File: src/rtl/mod_segment_swapchain_if.sv
// ---------------------------------------------------------------------------
// mod_segment_swapchain_if
// Handshake/bus bundle between the register bank + sampler and the
// modulation segment swap chain.
//   UPDATE_SETTINGS : one-cycle pulse, REQ_RD_SEGMENT/REP_0/REP_1 valid
//   REQ_RD_SEGMENT  : requested read segment
//   REP_0 / REP_1   : repetitions per segment, all-ones = infinite
//   IDX / IDX_ADV   : sampler index and its one-cycle advance strobe
//   SEGMENT         : active read segment
//   STOP            : finite playback exhausted, sampler must hold
//   SWAP_PENDING    : finite request waiting for the cycle boundary
// master = register bank / sampler side, slave = swap chain.
// ---------------------------------------------------------------------------
interface mod_segment_swapchain_if #(
   parameter int unsigned IDX_WIDTH = 15,
   parameter int unsigned REP_WIDTH = 32
);
   logic                 UPDATE_SETTINGS;
   logic                 REQ_RD_SEGMENT;
   logic [REP_WIDTH-1:0] REP_0;
   logic [REP_WIDTH-1:0] REP_1;
   logic [IDX_WIDTH-1:0] IDX;
   logic                 IDX_ADV;
   logic                 SEGMENT;
   logic                 STOP;
   logic                 SWAP_PENDING;

   modport master (
      output UPDATE_SETTINGS, REQ_RD_SEGMENT, REP_0, REP_1, IDX, IDX_ADV,
      input  SEGMENT, STOP, SWAP_PENDING
   );

   modport slave (
      input  UPDATE_SETTINGS, REQ_RD_SEGMENT, REP_0, REP_1, IDX, IDX_ADV,
      output SEGMENT, STOP, SWAP_PENDING
   );
endinterface

File: src/rtl/mod_segment_swapchain.sv
// ---------------------------------------------------------------------------
// mod_segment_swapchain
// Selects which modulation segment (0/1) the sampler reads.
//   Infinite request (REP of requested segment all-ones): swap next cycle.
//   Finite request: wait for the next index wrap (IDX_ADV && IDX==0), swap,
//   play rep_sel+1 loops, then raise STOP and hold until new settings.
// Ports:
//   CLK, RST_N : clock, asynchronous active-low reset
//   bus        : mod_segment_swapchain_if.slave (settings, index strobe,
//                SEGMENT/STOP/SWAP_PENDING outputs, all registered)
// Optional macro MOD_SWAPCHAIN_DEBUG_EN adds registered outputs:
//   LOOP_CNT [REP_WIDTH-1:0] : loop counter (0 outside FINITE_LOOP/DONE)
//   STATE    [1:0]           : INFINITE=0, WAIT_BOUNDARY=1, FINITE_LOOP=2, DONE=3
// ---------------------------------------------------------------------------
module mod_segment_swapchain #(
   parameter int unsigned IDX_WIDTH = 15,
   parameter int unsigned REP_WIDTH = 32
) (
   input  logic                 CLK,
   input  logic                 RST_N,
   mod_segment_swapchain_if.slave bus
`ifdef MOD_SWAPCHAIN_DEBUG_EN
   ,
   output logic [REP_WIDTH-1:0] LOOP_CNT,
   output logic [1:0]           STATE
`endif
);

   typedef enum logic [1:0] {
      ST_INFINITE      = 2'd0,
      ST_WAIT_BOUNDARY = 2'd1,
      ST_FINITE_LOOP   = 2'd2,
      ST_DONE          = 2'd3
   } state_t;

   state_t               state_q, state_d;
   logic                 seg_q, seg_d;
   logic                 stop_q, stop_d;
   logic                 pend_q, pend_d;
   logic                 req_seg_q, req_seg_d;
   logic [REP_WIDTH-1:0] rep_sel_q, rep_sel_d;
   logic [REP_WIDTH-1:0] cnt_q, cnt_d;

   logic                 wrap;
   logic [REP_WIDTH-1:0] rep_req;

   assign wrap    = bus.IDX_ADV && (bus.IDX == '0);
   assign rep_req = bus.REQ_RD_SEGMENT ? bus.REP_1 : bus.REP_0;

   always_comb begin
      state_d   = state_q;
      seg_d     = seg_q;
      stop_d    = stop_q;
      pend_d    = pend_q;
      req_seg_d = req_seg_q;
      rep_sel_d = rep_sel_q;
      cnt_d     = cnt_q;

      // New settings take priority over a same-cycle wrap, so the wrap is
      // never credited to the request or loop count being replaced.
      if (bus.UPDATE_SETTINGS) begin
         stop_d = 1'b0;
         cnt_d  = '0;
         if (rep_req == '1) begin
            seg_d   = bus.REQ_RD_SEGMENT;
            pend_d  = 1'b0;
            state_d = ST_INFINITE;
         end else begin
            req_seg_d = bus.REQ_RD_SEGMENT;
            rep_sel_d = rep_req;
            pend_d    = 1'b1;
            state_d   = ST_WAIT_BOUNDARY;
         end
      end else begin
         unique case (state_q)
            ST_WAIT_BOUNDARY: begin
               // The swapping wrap opens loop 0.
               if (wrap) begin
                  seg_d   = req_seg_q;
                  cnt_d   = '0;
                  pend_d  = 1'b0;
                  state_d = ST_FINITE_LOOP;
               end
            end
            ST_FINITE_LOOP: begin
               if (wrap) begin
                  if (cnt_q == rep_sel_q) begin
                     stop_d  = 1'b1;
                     state_d = ST_DONE;
                  end else begin
                     cnt_d = cnt_q + REP_WIDTH'(1);
                  end
               end
            end
            default: ;
         endcase
      end
   end

   always_ff @(posedge CLK or negedge RST_N) begin
      if (!RST_N) begin
         state_q   <= ST_INFINITE;
         seg_q     <= 1'b0;
         stop_q    <= 1'b0;
         pend_q    <= 1'b0;
         req_seg_q <= 1'b0;
         rep_sel_q <= '0;
         cnt_q     <= '0;
      end else begin
         state_q   <= state_d;
         seg_q     <= seg_d;
         stop_q    <= stop_d;
         pend_q    <= pend_d;
         req_seg_q <= req_seg_d;
         rep_sel_q <= rep_sel_d;
         cnt_q     <= cnt_d;
      end
   end

   assign bus.SEGMENT      = seg_q;
   assign bus.STOP         = stop_q;
   assign bus.SWAP_PENDING = pend_q;

`ifdef MOD_SWAPCHAIN_DEBUG_EN
   assign LOOP_CNT = cnt_q;
   assign STATE    = state_q;
`endif

endmodule

File: src/flat_wrapper.sv
// flat-port wrapper written by rule: the top's interface ports become plain ports
module mod_segment_swapchain_flat 
#(
   parameter int unsigned IDX_WIDTH = 15,
   parameter int unsigned REP_WIDTH = 32
)
  (CLK, RST_N, bus_UPDATE_SETTINGS, bus_REQ_RD_SEGMENT, bus_REP_0, bus_REP_1, bus_IDX, bus_IDX_ADV, bus_SEGMENT, bus_STOP, bus_SWAP_PENDING);
  mod_segment_swapchain_if #(.IDX_WIDTH(IDX_WIDTH), .REP_WIDTH(REP_WIDTH)) bus_i ();
  input  logic CLK;
  input  logic RST_N;
  input wire logic [$bits(bus_i.UPDATE_SETTINGS)-1:0] bus_UPDATE_SETTINGS;
  input wire logic [$bits(bus_i.REQ_RD_SEGMENT)-1:0] bus_REQ_RD_SEGMENT;
  input wire logic [$bits(bus_i.REP_0)-1:0] bus_REP_0;
  input wire logic [$bits(bus_i.REP_1)-1:0] bus_REP_1;
  input wire logic [$bits(bus_i.IDX)-1:0] bus_IDX;
  input wire logic [$bits(bus_i.IDX_ADV)-1:0] bus_IDX_ADV;
  output wire logic [$bits(bus_i.SEGMENT)-1:0] bus_SEGMENT;
  output wire logic [$bits(bus_i.STOP)-1:0] bus_STOP;
  output wire logic [$bits(bus_i.SWAP_PENDING)-1:0] bus_SWAP_PENDING;
  assign bus_i.UPDATE_SETTINGS = bus_UPDATE_SETTINGS;
  assign bus_i.REQ_RD_SEGMENT = bus_REQ_RD_SEGMENT;
  assign bus_i.REP_0 = bus_REP_0;
  assign bus_i.REP_1 = bus_REP_1;
  assign bus_i.IDX = bus_IDX;
  assign bus_i.IDX_ADV = bus_IDX_ADV;
  assign bus_SEGMENT = bus_i.SEGMENT;
  assign bus_STOP = bus_i.STOP;
  assign bus_SWAP_PENDING = bus_i.SWAP_PENDING;
  mod_segment_swapchain #(.IDX_WIDTH(IDX_WIDTH), .REP_WIDTH(REP_WIDTH)) u_core (.CLK(CLK), .RST_N(RST_N), .bus(bus_i));
endmodule
File: config.mk
export PLATFORM = sky130hd
export DESIGN_NAME = mod_segment_swapchain_flat
export DESIGN_NICKNAME = d
export VERILOG_FILES = /design/src/rtl/mod_segment_swapchain_if.sv /design/src/rtl/mod_segment_swapchain.sv /design/src/flat_wrapper.sv
export SDC_FILE = /design/constraint.sdc
export NUM_CORES = 1
export LEC_CHECK = 0
export CAP_MARGIN = 20
export CELL_PAD_IN_SITES_DETAIL_PLACEMENT = 1
export CELL_PAD_IN_SITES_GLOBAL_PLACEMENT = 1
export CORE_MARGIN = 3
export CORE_UTILIZATION = 36
export CTS_BUF_LIST = sky130_fd_sc_hd__clkbuf_4
export CTS_CLUSTER_SIZE = 14
export DETAILED_ROUTE_END_ITERATION = 10
export PLACE_DENSITY_LB_ADDON = 0.12
export REMOVE_ABC_BUFFERS = 1
export SLEW_MARGIN = 10
export SYNTH_ARGS = -nofsm -noshare
export SYNTH_HDL_FRONTEND = slang
export SYNTH_SLANG_ARGS = --single-unit
File: constraint.sdc
create_clock -name CLK -period 1.9 [get_ports CLK]
set_input_delay 0.38 -clock CLK [delete_from_list [all_inputs] [get_ports CLK]]
set_output_delay 0.38 -clock CLK [all_outputs]
set_load 0.02 [all_outputs]
==> run_results.csv, run 1 <==
group,metric,value,unit
sta,final_hold_viol_count,0,
yosys,synthCells,478,
yosys,syn_area,4340,sq um
global_route,antenna_found_initial,1,
sta,relSlewSlack,0.704,
die,dieArea,13400,sq um
pwr,p_total,3.37,mW
sta,clock_skew,37.6,ps
yosys,synth_xor_area_frac,0.0666,
die,core-area,11600,sq um
clock_tree,cts_sinks,70,
final_layout,nNetsFinal,777,
clock_tree,htreeDepth,3,
global_route,use_met2,0.441,
yosys,synth_top_cell_area_share,0.404,
global_route,top_usage_layer,"met2",
final_layout,fin_cells,841,
sta,fin_ws,-365,ps
run,max_cap_violations,0,
route,via_per_inst,5.77,
clock_tree,clk_latency,460,ps
global_route,globalRouteMet3Util,0.0418,
global_route,grtUsageMet1,0.321,
pwr,p_leak,3.39,nW
global_route,grt-ovfl-total,0,
route,drtAntennaViolNets,0,
yosys,synthFlopType,"dfrtp_1",
route,drt_iter0_markers,281,
place,place_hpwl,12400,um
clock_tree,cts_buffers,9,
yosys,synth_compound_area_frac,0.165,
die,die_h,116,um
die,pin_count,87,
pwr,pwr_density_cell,467,nW/um^2
yosys,yosys-top-cells-area,"dfrtp_1, mux2i_1, xor2_1",
place,portBuffers,86,
clock_tree,root_buffer,"clkbuf_4",
die,die_x,116,um
yosys,synth_top_area_cell,"dfrtp_1",
final_layout,final_area,7220,sq um
global_route,grt.total_usage,0.253,
sta,worst_pin_slew,442,ps
sta,hold_slack,300,ps
pwr,ir_drop,0.262,mV
final_layout,area_delta_synth_final,66.6,%
final_layout,utilization,0.622,
setup_path,cp.arrival,2620,ps
yosys,yosys_warnings,0,
yosys,ys_seq_elements,70,
place,dpl_cell_area,6160,sq um
setup_path,critical_path_required,2260,ps
global_route,grt_first_pass_wirelength,25800,um
clock_tree,cts_tree,"built",
route,dr.pass1.iters,4,
setup_path,end_kind,"flop",
yosys,yosysUniqueCellTypes,52,
yosys,seq_area_frac_synth,0.404,
route,vias,4853,
setup_path,crit_chain,"xor2_1, nor4_1, nand4_1, buf_4, nor2_4, buf_6, buf_8, nor4_2, mux2i_1",
setup_path,cp_slowest_cell,"dfrtp_2",
yosys,synth-simple-area-share,0.234,
sta,finalSetupViolations,34,
yosys,synth_top_family_by_area,"simple AND/OR/NAND/NOR gates",
yosys,synth_adder_area_share,0.00289,
setup_path,critPathKind,"flop to flop",
route,routedWlPerCell,22.0,um
final_layout,drive_above_1_share,0.359,
run_status,violations,"negative setup slack",
place,dp_slack,-903,ps
sta,max_freq,441,MHz
sta,period_minus_slack,2270,ps
place,place.gp.congestion,0.860,
hold_path,hp-class,"input pin to flop",
route,drc,0,
clock_tree,path_clk_slew,150,ps
setup_path,critPathMaxFanout,6,
sta,rsz0062_at_grt,"yes",
sta,drv_slew,0,
yosys,synth-edff-count,0,
place,dp.cells,786,
setup_path,cpPeakStageDelay,500,ps
clock_tree,cts_buffer_depth,2,
global_route,grt_pass1_vias,4896,
yosys,synthArstFlopShare,1.00,
sta,tns,-7510,ps
global_route,grt_max_degree,71,
die,rows,39,
yosys,muxShareOfSynthArea,0.0868,
yosys,synth.avg_cell_area,9.07,sq um
run_status,status,"finished with violations",
route,drt-total-wl,18500,um
setup_path,cp-start-kind,"flop",
sta,min_period_over_period,1.19,
die,initial_core_util,0.373,
power by group:
part / switching (mW) / leakage, nW / internal [mW]
Sequential: 0.0821 / 0.891 / 1.58
Clock: 0.594 / 0.0804 / 0.423
Combinational: 0.329 / 2.42 / 0.367
what timing repair did:
item	CTS	global route
setup buffers	17	19
endpoints found under the setup margin	65	65
endpoints found under the hold margin	70	0
pin swaps	43	48
cloned	1	3
hold buffers	1	0
gates resized for setup	109	73
per-layer routing:
layer | share of wire | vias to the layer above | routed length, um
met3 | 0.052 | 36 | 964
met4 | 0.028 | 0 | 525
met2 | 0.51 | 166 | 9540
met5 | 0 | - | 0
li1 | - | 2221 | -
met1 | 0.41 | 2430 | 7510
synth_stat cells, drive strengths merged, types with 5 or more instances:
cell type	number
dfrtp	70
inv	12
clkbuf	18
o311ai	9
mux2	5
nand2	69
xor2	33
nand2b	7
o31ai	10
nand3	26
o21ai	42
mux2i	32
and3	6
nor2	18
or4	8
buf	11
nor4	16
o211ai	15
a21oi	11
nand4	16
o22ai	5
o41ai	6
layout make-up:
class / count / area (sq um)
Clock buffer: 11 / 82.6
Clock inverter: 5 / 50.0
Fill cell: 1284 / 4390
Tap cell: 143 / 179
Antenna cell: 1 / 2.50
Timing Repair Buffer: 232 / 2230
Multi-Input combinational cell: 367 / 2870
Inverter: 12 / 45.0
Sequential cell: 70 / 1760
worst max-delay path, delay by kind of cell (launching register included):
family | cells | cell delay (ps)
and+or+nand+nor | 4 | 750
DFF | 1 | 500
buffers and inverters | 3 | 500
muxes | 1 | 220
xor gates and xnor gates | 1 | 170
flip-flops by register name, summed over array words and instances (netlist names):
signal / cells
u_core.bus.STOP: 1
u_core.rep_sel_q: 32
u_core.cnt_q: 32
u_core.bus.SEGMENT: 1
u_core.req_seg_q: 1
u_core.state_q: 2
u_core.bus.SWAP_PENDING: 1
logic make-up after synthesis:
family,count (synthesis)
AND/OR/NAND/NOR,187
flip-flops,70
multiplexers,37
adder cells (fa/ha/maj),1
XOR/XNOR,33
AO/OA/AOI/OAI,109
buffers and inverters,41
worst paths after layout:
path                                         start                      end  slack, ps  cells past startpoint
max                               u_core.cnt_q[26]         u_core.cnt_q[22]       -370                      9
min                                  bus_REP_0[20]     u_core.rep_sel_q[20]        300                      3
max reg2reg                       u_core.cnt_q[26]         u_core.cnt_q[22]       -370                      9
min reg2reg                u_core.bus.SWAP_PENDING  u_core.bus.SWAP_PENDING        490                      2
max in group asynchronous                    RST_N          u_core.cnt_q[1]       1040                      3
min in group asynchronous                    RST_N         u_core.cnt_q[25]        480                      3
cells in the final DEF (no fill, tap or decap), types with 3 or more instances in the layout:
| cell type | n |
|---|---|
| buf_4 | 110 |
| nand2_1 | 66 |
| dfrtp_1 | 60 |
| clkdlybuf4s50_1 | 34 |
| o21ai_0 | 32 |
| xor2_1 | 32 |
| mux2i_1 | 31 |
| dlygate4sd2_1 | 31 |
| nand3_1 | 22 |
| buf_6 | 20 |
| nand4_1 | 15 |
| nor2_1 | 15 |
| o211ai_1 | 15 |
| dlymetal6s2s_1 | 15 |
| inv_1 | 12 |
| clkbuf_4 | 11 |
| buf_12 | 10 |
| dfrtp_2 | 10 |
| nor4_1 | 7 |
| nand2b_1 | 7 |
| a21oi_1 | 7 |
| nor4_2 | 6 |
| and3_1 | 6 |
| mux2_2 | 5 |
| or4_4 | 5 |
| o41ai_2 | 5 |
| o21ai_2 | 5 |
| o31ai_1 | 5 |
| o31ai_2 | 4 |
| o311ai_1 | 4 |
| clkinv_2 | 4 |
| clkdlybuf4s15_1 | 4 |
| and2_1 | 3 |
| nor4_4 | 3 |
| o22ai_2 | 3 |
| a21oi_2 | 3 |
| or4_1 | 3 |
| o21ai_4 | 3 |
| clkbuf_16 | 3 |
(Power assumes the default switching activity.)
==> run 2, diff against run 1 <==
--- a/config.mk
+++ b/config.mk
@@ -5,7 +5,6 @@
 export SDC_FILE = /design/constraint.sdc
 export NUM_CORES = 1
 export LEC_CHECK = 0
-export CAP_MARGIN = 20
 export CELL_PAD_IN_SITES_DETAIL_PLACEMENT = 1
 export CELL_PAD_IN_SITES_GLOBAL_PLACEMENT = 1
 export CORE_MARGIN = 3
==> results of run 2 <==
Same layout as run 1: the final DEF is identical, and so are final timing and power.
